`config.mk`:
```
export PLATFORM = sky130hd
export DESIGN_NAME = sobel_window_writer
export DESIGN_NICKNAME = d
export VERILOG_FILES = /design/src/rtl/sobel_window_writer.sv
export SDC_FILE = /design/constraint.sdc
export NUM_CORES = 1
export LEC_CHECK = 0
export ABC_AREA = 1
export BUFFER_PORTS_ARGS = -buffer_cell sky130_fd_sc_hd__clkbuf_2
export CORE_ASPECT_RATIO = 1.25
export CORE_UTILIZATION = 49
export DETAILED_ROUTE_END_ITERATION = 8
export MAX_ROUTING_LAYER = met4
export PLACE_DENSITY = 0.78
export SKIP_LAST_GASP = 1
export SYNTH_ARGS = -nofsm -noshare
export SYNTH_HDL_FRONTEND = slang
export SYNTH_SLANG_ARGS = --single-unit
```
`constraint.sdc`:
```
create_clock -name CLK -period 4.8 [get_ports CLK]
set_input_delay 0.96 -clock CLK [delete_from_list [all_inputs] [get_ports CLK]]
set_output_delay 0.96 -clock CLK [all_outputs]
set_load 0.02 [all_outputs]
```
`src/rtl/sobel_window_writer.sv`:
```
// sobel_window_writer: accepts 3x3 windows, computes saturated |Gx|+|Gy|,
// and writes one result per window into the output image RAM in raster order.
module sobel_window_writer #(
    parameter int IMG_W  = 128,
    parameter int IMG_H  = 128,
    parameter int ADDR_W = 14
) (
    input  logic              CLK,
    input  logic              RST,
    input  logic              start,
    input  logic [7:0]        win1,
    input  logic [7:0]        win2,
    input  logic [7:0]        win3,
    input  logic [7:0]        win4,
    input  logic [7:0]        win5,
    input  logic [7:0]        win6,
    input  logic [7:0]        win7,
    input  logic [7:0]        win8,
    input  logic [7:0]        win9,
    input  logic              win_valid,
    output logic              win_ready,
    output logic              mem_we,
    output logic [ADDR_W-1:0] mem_addr,
    output logic [7:0]        mem_data,
    output logic              busy,
    output logic              frame_done
);
    localparam logic [ADDR_W-1:0] LAST = ADDR_W'(IMG_W * IMG_H - 1);

    typedef enum logic [1:0] {IDLE, RUN, FLUSH, DONE} state_t;

    state_t             state_q;
    logic [ADDR_W-1:0]  cnt_q;
    logic [ADDR_W-1:0]  addr1_q;
    logic               v1_q;
    logic signed [10:0] gx_q, gy_q;
    logic signed [10:0] gx_d, gy_d;
    logic [10:0]        xr, xl, yb, yt, ax, ay, m;
    logic [7:0]         data_d;
    logic               accept;

    assign accept = win_valid && win_ready;

    // Column/row sums are non-negative and fit in 10 bits, so 11-bit wrap-around
    // subtraction yields the exact two's-complement gradient.
    always_comb begin
        xr     = 11'(win3) + 11'({win6, 1'b0}) + 11'(win9);
        xl     = 11'(win1) + 11'({win4, 1'b0}) + 11'(win7);
        yb     = 11'(win7) + 11'({win8, 1'b0}) + 11'(win9);
        yt     = 11'(win1) + 11'({win2, 1'b0}) + 11'(win3);
        gx_d   = xr - xl;
        gy_d   = yb - yt;
        ax     = gx_q[10] ? -gx_q : gx_q;
        ay     = gy_q[10] ? -gy_q : gy_q;
        m      = ax + ay;
        data_d = (m > 11'd255) ? 8'hFF : m[7:0];
    end

    always_ff @(posedge CLK) begin
        if (RST) begin
            v1_q     <= 1'b0;
            gx_q     <= '0;
            gy_q     <= '0;
            addr1_q  <= '0;
            mem_we   <= 1'b0;
            mem_addr <= '0;
            mem_data <= '0;
        end else begin
            v1_q   <= accept;
            mem_we <= v1_q;
            if (accept) begin
                gx_q    <= gx_d;
                gy_q    <= gy_d;
                addr1_q <= cnt_q;
            end
            if (v1_q) begin
                mem_addr <= addr1_q;
                mem_data <= data_d;
            end
        end
    end

    // Leaving FLUSH once stage 1 is empty lets the last write drain in the same
    // cycle, so frame_done lands directly after the final mem_we pulse.
    always_ff @(posedge CLK) begin
        if (RST) begin
            state_q    <= IDLE;
            cnt_q      <= '0;
            win_ready  <= 1'b0;
            busy       <= 1'b0;
            frame_done <= 1'b0;
        end else begin
            frame_done <= 1'b0;
            case (state_q)
                IDLE: if (start) begin
                    state_q   <= RUN;
                    cnt_q     <= '0;
                    win_ready <= 1'b1;
                    busy      <= 1'b1;
                end
                RUN: if (accept) begin
                    if (cnt_q == LAST) begin
                        state_q   <= FLUSH;
                        win_ready <= 1'b0;
                    end else begin
                        cnt_q <= cnt_q + ADDR_W'(1);
                    end
                end
                FLUSH: if (!v1_q) begin
                    state_q    <= DONE;
                    busy       <= 1'b0;
                    frame_done <= 1'b1;
                end
                DONE: state_q <= IDLE;
            endcase
        end
    end
endmodule
```
==> results_dict.tcl, run 1 <==
set metrics [dict create \
    status "finished, final reports clean" \
    worstPathBufferInverterCount 4 \
    r2r_setup_slack_ns 1.98 \
    cts_tree "done" \
    holdCritPathClass "flop to flop" \
    n_antenna_cell 0 \
    grt_use_met3_pct 2.73 \
    hold_violations 0 \
    synthDistinctLibCells 35 \
    root_buffer "clkbuf_16" \
    drcViolationCount 0 \
    path_max_fanout 3 \
    layout.nets 1123 \
    end_kind "flop" \
    setup_violations 0 \
    grt_max_degree 47 \
    antenna_found_initial 0 \
    drv_cap 0 \
    top_usage_layer "met2" \
    crit_family "adder cells" \
    synth-seq-area-share_pct 24.4 \
    ir_worst_vdd_mv 0.197 \
    synth-edff-count 0 \
    period_share_pct 85.0 \
    slew_headroom_pct 35.8 \
    final_layout_size_suffix_gt1_share_pct 14.0 \
    grt_pass1_wl_mm 24.4 \
    core_region_area_sq_mm 0.0128 \
    initial_core_util_pct 50.7 \
    tightestPinTransition_ns 0.960 \
    post-cts-setup-buffer-count 0 \
    gp_congestion 0.897 \
    cts_buffers 9 \
    die_x_um 105 \
    cts_sinks 79 \
    syn_inst 862 \
    fin_worst_skew_ns 0.00865 \
    slowest_delay_ns 0.53 \
    fin_setup_tns_ns 0 \
    stdcell_count 1117 \
    max_freq_mhz 245 \
    vias 5686 \
    clock_path_buffers 2 \
    synth_nets 1041 \
    rows 46 \
    grt_pass1_vias 5667 \
    ant_nets 0 \
    yosysWarnings 0 \
    wirelength_mm 14.1 \
    ys.flop_type "dfxtp_1" \
    p_leak_nw 3.75 \
    wl_per_cell_um 12.6 \
    fp.dieH_um 131 \
    async_flop_share_pct 0 \
    synth_area_sq_mm 0.00648 \
    overflow 0 \
    worstPathCellList "clkbuf_2 -> inv_1 -> fa_1 -> fa_1 -> fa_1 -> ha_1 -> inv_1 -> fa_1 -> o21ai_0 -> nand2_1 -> nand2_1 -> nand2_1 -> nand3_1 -> nand3_1 -> nand2_1 -> inv_1" \
    cts_resized 0 \
    htree_levels 3 \
    cp-start-kind "primary input" \
    layout_min_cycle_time_ns 4.08 \
    met2_usage_pct 41.6 \
    synth-seq-cells 79 \
    grtUsageTotal_pct 22.9 \
    hpwl_mm 11.0 \
    power_density_mw_per_mm2 462 \
    synth_area_per_cell_sq_um 7.52 \
    postCtsHoldBufs 0 \
    cp_slowest_cell "fa_1" \
    required_ns 5.04 \
    clk_latency_ns 0.34 \
    portBuffers 93 \
    avgViaCountPerCell 5.09 \
    placed_cells 1101 \
    critical_path_class "primary input to flop" \
    n_fill_cell 1182 \
    rsz0062_at_grt "false" \
    area_growth_pct 14.0 \
    clk_pin_slew_worst_paths_ns 0.07 \
    grt.met1_usage_pct 25.6 \
    ios 102 \
    crit_arrival_ns 4.33 \
    firstDrtPassIters 5 \
    dieArea_sq_mm 0.0137 \
    slew_viol_final 0 \
    drt_iter0_markers 332 \
]
==> cell usage in the layout, fill, tap and decap left out, types with 9 or more instances in the layout <==
cell / instances
clkbuf_2: 93
nand2_1: 136
clkbuf_16: 9
nor3_1: 11
xor2_1: 27
fa_1: 63
ha_1: 40
nor2_1: 86
dfxtp_1: 79
a21oi_1: 66
nand3_1: 49
inv_1: 164
o21ai_0: 68
==> worst paths after layout <==
check | startpoint | end | depth (start not counted)
setup / recovery | win1[0] | gx_q[7] | 16
setup reg to reg | gx_q[2] | mem_data[7] | 18
hold / removal | addr1_q[3] | mem_addr[3] | 2
hold reg to reg | addr1_q[3] | mem_addr[3] | 2
==> metrics by stage <==
step	instance area (sq um)	setup WS [ns]	util, %	power, W	hold slack, ns
floorplan	6480	0.919	-	0.00224	0.450
global placement	7060	0.428	55.3	0.00261	0.464
detailed placement	7060	0.379	55.3	0.00265	0.465
CTS	7390	0.732	57.9	0.00342	0.482
global route	7390	0.509	57.9	0.00374	0.503
finish	7390	0.718	57.9	0.00342	0.477
==> routing by layer <==
layer | up-vias | share of wire, %
met2 | 134 | 51
met5 | - | 0
met4 | 0 | 2.7
li1 | 2880 | -
met1 | 2640 | 43
met3 | 32 | 3.3
==> report_power, final <==
| part | total (W) | internal, W | leakage (nW) | switching, W |
|---|---|---|---|---|
| sequential | 0.000815 | 0.000749 | 0.642 | 0.0000654 |
| clock | 0.000758 | 0.000463 | 0.162 | 0.000295 |
| combinational | 0.00184 | 0.000676 | 2.94 | 0.00117 |
| total | 0.00342 | 0.00189 | 3.75 | 0.00153 |
==> worst register-to-register path: stages (launching register included) <==
cell and delay [ns]:
dfxtp_1 0.35, inv_1 0.11, nand3_1 0.11, nor2_1 0.12, nand2_1 0.08, nor3_1 0.30, nand3_1 0.16, nand2_1 0.12
xor2_1 0.09, ha_1 0.36, nand2_1 0.09, nor2_1 0.14, nand3_1 0.09, nand3_1 0.10, inv_1 0.05, nand2_1 0.06
nand2_1 0.08, nor2_4 0.21, a21oi_1 0.09
==> cells in the mapped netlist (all sizes together), types with 4 or more instances <==
cell    number  area share (%)
o211ai       4            0.46
fa          63              19
ha          40             7.7
clkbuf      17            0.98
nand4        8            0.87
nand3b       4            0.46
nor3        14             1.4
a21oi       73             6.0
o21ai       69             5.3
nor2        87             5.2
inv        166             9.7
buf          6            0.58
dfxtp       79              24
xor2        27             3.6
nand2      141             8.4
a31oi        4            0.39
or2          4            0.39
nand3       49             3.8
==> sequential cells by signal, indices dropped and copies added, names as in the netlist <==
register and count:
mem_data 8, frame_done 1, mem_addr 14, addr1_q 14
busy 1, mem_we 1, win_ready 1, cnt_q 14
v1_q 1, gx_q 11, gy_q 11, state_q 2
==> kinds of logic (layout without fill, tap and decap cells) <==
family,after synthesis,after routing,synth area share [%]
AOI/OAI and AO/OA,155,155,12.8
xor gates and xnor gates,29,29,3.92
adders and majority gates,103,103,27.2
buffers and inverters,189,276,11.2
DFF,79,79,24.4
and+or+nand+nor,307,307,20.5
==> area by class of cell <==
class,count,area (sq um),area share (%)
sequential,79,1580,21.4
multi-input combinational,594,4170,56.5
clock buffer,9,225,3.05
clock inverter,7,103,1.39
inverter,166,626,8.46
timing repair buffer,94,473,6.40
tap,168,210,2.84
(Power assumes the default switching activity.)
==> run 2, diff against run 1 <==
--- a/config.mk
+++ b/config.mk
@@ -12,6 +12,7 @@
 export DETAILED_ROUTE_END_ITERATION = 8
 export MAX_ROUTING_LAYER = met4
 export PLACE_DENSITY = 0.78
+export REMOVE_ABC_BUFFERS = 1
 export SKIP_LAST_GASP = 1
 export SYNTH_ARGS = -nofsm -noshare
 export SYNTH_HDL_FRONTEND = slang
==> results_dict.tcl, run 2 (synthesized netlist as in run 1, its figures left out) <==
set metrics [dict create \
    postCtsHoldBufs 0 \
    tightestPinTransition_ns 0.956 \
    vias 5574 \
    cts_tree "done" \
    holdCritPathClass "flop to flop" \
    drt_iter0_markers 312 \
    drv_cap 0 \
    cts_sinks 79 \
    cts_resized 0 \
    critical_path_class "primary input to flop" \
    hold_path_depth 2 \
    power_density_mw_per_mm2 451 \
    rr_worst_depth 17 \
    rsz0062_at_grt "false" \
    reg.largest.list "addr1_q: 14 flops, cnt_q: 14 flops, mem_addr: 14 flops" \
    path_max_fanout 3 \
    setup_violations 0 \
    grt_pass1_vias 5479 \
    clock_path_buffers 2 \
    end_kind "flop" \
    initial_core_util_pct 50.7 \
    wl_per_cell_um 11.9 \
    htree_levels 3 \
    worstPathBufferInverterCount 4 \
    core_region_area_sq_mm 0.0128 \
    worstPathCellList "clkbuf_2 -> inv_1 -> fa_1 -> fa_1 -> fa_1 -> inv_1 -> fa_1 -> o21ai_0 -> nand2_1 -> nand2_1 -> nand2_1 -> nand3_1 -> nand3_1 -> nand2_1 -> inv_1" \
    layout_min_cycle_time_ns 4.00 \
    stdcell_count 1117 \
    final_layout_size_suffix_gt1_share_pct 14.0 \
    avgViaCountPerCell 4.99 \
    fp.dieH_um 131 \
    ios 102 \
    slew_headroom_pct 36.1 \
    status "finished, final reports clean" \
    gp_congestion 0.926 \
    fin_worst_skew_ns 0.00877 \
    cp_slowest_cell "fa_1" \
    layout.nets 1123 \
    final_cell_mix "inv_1 (164), nand2_1 (136), clkbuf_2 (93)" \
    area_growth_pct 13.7 \
    drcViolationCount 0 \
    power_w 0.00333 \
    crit_arrival_ns 4.24 \
    rows 46 \
    n_antenna_cell 0 \
    grt_use_met3_pct 2.58 \
    cp-start-kind "primary input" \
    overflow 0 \
    hold_violations 0 \
    finalWorstSetupSlack_ns 0.797 \
    placed_cells 1101 \
    ir_worst_vdd_mv 0.198 \
    die_x_um 105 \
    antenna_found_initial 0 \
    period_share_pct 83.4 \
    fin_util_pct 57.7 \
    post-cts-setup-buffer-count 0 \
    fin_setup_tns_ns 0 \
    p_leak_nw 3.73 \
    wirelength_mm 13.3 \
    grt_pass1_wl_mm 23.6 \
    ant_nets 0 \
    cts_buffers 9 \
    firstDrtPassIters 5 \
    dieArea_sq_mm 0.0137 \
    slew_viol_final 0 \
    grtUsageTotal_pct 21.7 \
    path_depth 15 \
    final_common_cell "inv_1" \
    slowest_delay_ns 0.60 \
    portBuffers 93 \
    required_ns 5.03 \
    met2_usage_pct 38.3 \
    hpwl_mm 10.5 \
    clk_latency_ns 0.34 \
    n_fill_cell 1227 \
    grt_max_degree 47 \
    crit_family "adder cells" \
    max_freq_mhz 250 \
    top_usage_layer "met2" \
    post-place-ws_ns 0.436 \
    root_buffer "clkbuf_16" \
    grt.met1_usage_pct 26.0 \
    clk_pin_slew_worst_paths_ns 0.06 \
]
==> run 2: layer usage <==
metal | wire length, um | vias to the layer above
met4 | 274 | 0
met3 | 455 | 25
met1 | 5970 | 2558
met2 | 6610 | 118
li1 | - | 2873
met5 | 0 | -
==> run 2: power breakdown <==
part / switching, W / internal [W] / total (W)
Sequential: 0.0000622 / 0.000749 / 0.000812
Clock: 0.000290 / 0.000410 / 0.000700
Combinational: 0.00114 / 0.000676 / 0.00182
Total: 0.00149 / 0.00183 / 0.00333
==> run 2: final cells by class <==
class                   instances  area, sq um  share of cell area (%)
multi-input cells             594         4170                    56.6
flip-flops and latches         79         1580                    21.5
well taps                     168          210                    2.85
clock buffers                   9          225                    3.06
inverters                     166          626                    8.49
clock inverters                 7         81.3                    1.10
repair buffers                 94          473                    6.42
==> run 2: tightest hold or removal path: stages, from the launching register on <==
cell     delay (ns)
dfxtp_1        0.32
nor2_1         0.04
nor2_1         0.08
==> run 2: final timing paths <==
check	start	end	slack (ns)
worst min-delay path	addr1_q[10]	mem_addr[10]	0.48
worst max register to register	gy_q[0]	mem_data[3]	2.01
worst min register to register	addr1_q[10]	mem_addr[10]	0.48
worst max-delay path	win3[2]	gy_q[7]	0.80
==> run 2: per-stage QoR <==
stage | hold WS [ns] | instance area [sq um]
after global placement | 0.460 | 7060
after CTS | 0.481 | 7370
after global routing | 0.508 | 7370
final | 0.477 | 7370
after detailed placement | 0.466 | 7060
after floorplan | 0.450 | 6380
==> run 3, diff against run 2 <==
--- a/config.mk
+++ b/config.mk
@@ -11,7 +11,7 @@
 export CORE_UTILIZATION = 49
 export DETAILED_ROUTE_END_ITERATION = 8
 export MAX_ROUTING_LAYER = met4
-export PLACE_DENSITY = 0.78
+export PLACE_DENSITY = 0.8
 export REMOVE_ABC_BUFFERS = 1
 export SKIP_LAST_GASP = 1
 export SYNTH_ARGS = -nofsm -noshare
==> constraint.sdc (replaced) <==
create_clock -name CLK -period 3.66 [get_ports CLK]
set_input_delay 0.732 -clock CLK [delete_from_list [all_inputs] [get_ports CLK]]
set_output_delay 0.732 -clock CLK [all_outputs]
set_load 0.02 [all_outputs]
==> results_dict.tcl, run 3 (synthesized netlist as in run 1, its figures left out) <==
set metrics [dict create \
    cts_resized 0 \
    n_fill_cell 1190 \
    p_comb_share_pct 57.5 \
    critical_path_class "primary input to flop" \
    end_kind "flop" \
    hold_path_depth 2 \
    final_cell_mix "inv_1 (164), nand2_1 (136), clkbuf_2 (93)" \
    postCtsHoldBufs 0 \
    p_switching_w 0.00206 \
    setup_violations 0 \
    root_buffer "clkbuf_16" \
    rr_worst_depth 17 \
    antenna_found_initial 0 \
    wl_per_cell_um 12.2 \
    cp-start-kind "primary input" \
    rows 46 \
    grt_max_degree 47 \
    initial_core_util_pct 50.7 \
    placed_area_sq_mm 0.00732 \
    period_share_pct 95.3 \
    ff_latch_area_sq_mm 0.00158 \
    grt_use_met3_pct 2.73 \
    cts_buffers 9 \
    fp.dieH_um 131 \
    worstPathCellList "clkbuf_2 -> inv_1 -> fa_1 -> fa_1 -> fa_1 -> inv_1 -> fa_1 -> o21ai_2 -> buf_4 -> nand2_1 -> nand2_1 -> nand2_1 -> nand3_1 -> nand3_1 -> nand2_1 -> inv_1" \
    portBuffers 93 \
    core_region_area_sq_mm 0.0128 \
    die_x_um 105 \
    status "finished, final reports clean" \
    rr_startpoint "gy_q[0]" \
    cts_tree "done" \
    r2r_end "mem_data[6]" \
    grt_pass1_vias 5818 \
    ir_worst_vdd_mv 0.289 \
    slew_headroom_pct 49.0 \
    grtUsageTotal_pct 22.6 \
    hold_end "mem_addr[11]" \
    clk_pin_slew_worst_paths_ns 0.06 \
    gp_congestion 0.910 \
    vias 5824 \
    top_usage_layer "met2" \
    crit_arrival_ns 3.73 \
    pwr-share-seq_pct 22.1 \
    grt_pass1_wl_mm 24.6 \
    clk_latency_ns 0.34 \
    max_freq_mhz 287 \
    ant_nets 0 \
    dieArea_sq_mm 0.0137 \
    power_frac_clock_pct 20.4 \
    final_layout_size_suffix_gt1_share_pct 17.2 \
    wirelength_mm 14.0 \
    met2_usage_pct 41.8 \
    avgViaCountPerCell 5.06 \
    hpwl_mm 10.8 \
    layout_min_cycle_time_ns 3.49 \
    area_growth_pct 18.1 \
    drt_iter0_markers 295 \
    firstDrtPassIters 5 \
    hold_violations 0 \
    path_max_fanout 3 \
    overflow 0 \
    fin_worst_skew_ns 0.00670 \
    ios 102 \
    p_leak_nw 3.91 \
    r2r_setup_slack_ns 0.90 \
    rsz0062_at_grt "true" \
    slew_viol_final 0 \
    reg.largest.list "addr1_q: 14 flops, cnt_q: 14 flops, mem_addr: 14 flops" \
    drcViolationCount 0 \
    grt.met1_usage_pct 25.5 \
    final_common_cell "inv_1" \
    power_density_mw_per_mm2 628 \
    internal_power_w 0.00275 \
    fin_setup_tns_ns 0 \
    min_from "addr1_q[11]" \
    cts_sinks 79 \
    holdCritPathClass "flop to flop" \
    clock_path_buffers 2 \
    p_sw_share_pct 42.8 \
    cp_slowest_cell "fa_1" \
    post-cts-setup-buffer-count 0 \
    required_ns 3.90 \
    hold_ws_ns 0.483 \
    multi_input_area_sq_mm 0.00418 \
    n_antenna_cell 0 \
    slowest_delay_ns 0.56 \
    tightestPinTransition_ns 0.764 \
    htree_levels 3 \
    drv_cap 0 \
    layout.nets 1157 \
    design_area_sq_mm 0.00765 \
]
-- run 3: changes by cell type in the layout (fill, tap and decap cells not counted), moves of 2 or more --
cell and change:
inv_6 +2, o21ai_0 -2, buf_4 +34, inv_8 -2
-- run 3: worst max path at each step --
stage	from	to	slack, ns	depth (start not counted)
floorplan	win4[1]	gx_q[9]	-0.008	12
global placement	win7[2]	gx_q[7]	-0.25	16
detailed placement	win7[2]	gx_q[7]	-0.30	16
CTS	win7[2]	gx_q[7]	0.04	16
global route	win4[3]	gx_q[7]	-0.04	19
finish	win7[2]	gx_q[7]	0.17	16
-- run 3: power groups by stage --
| stage | clock network [W] | logic (W) | registers, W |
|---|---|---|---|
| final | 0.000982 | 0.00276 | 0.00106 |
| after global routing | 0.00103 | 0.00314 | 0.00108 |
| after CTS | 0.000994 | 0.00274 | 0.00106 |
| after detailed placement | 0 | 0.00272 | 0.00108 |
| after global placement | 0 | 0.00265 | 0.00107 |
| after floorplan | 0 | 0.00179 | 0.00111 |
-- run 3: per-stage QoR --
| step | total power [W] | setup WS [ns] | instances | utilization [%] |
|---|---|---|---|---|
| 3_5_place_dp | 0.00380 | -0.299 | 1135 | 57.3 |
| 4_1_cts | 0.00480 | 0.0416 | 1151 | 59.9 |
| 3_3_place_gp | 0.00373 | -0.253 | 1135 | 57.3 |
| 6_report | 0.00480 | 0.172 | 1151 | 59.9 |
| 2_1_floorplan | 0.00290 | -0.00822 | 839 | - |
| 5_1_grt | 0.00525 | -0.0413 | 1151 | 59.9 |
-- run 3: layout make-up --
class | instances | area share [%]
multi-input combinational | 594 | 54.6
sequential | 79 | 20.7
timing repair buffer | 128 | 9.51
inverter | 166 | 8.17
clock buffer | 9 | 2.94
tap | 168 | 2.75
clock inverter | 7 | 1.34
-- run 3: worst max-delay path, delay by kind of cell --
family | cells | cell delay, ns
buf+inv | 5 | 0.42
simple gates | 6 | 0.41
fa+ha+maj | 4 | 2.02
compound gates | 1 | 0.16
-- run 3: metal layers --
layer	up-vias	wire, um
met1	2742	6140
met2	117	7170
met3	24	456
met5	-	0
met4	0	214
li1	2941	-
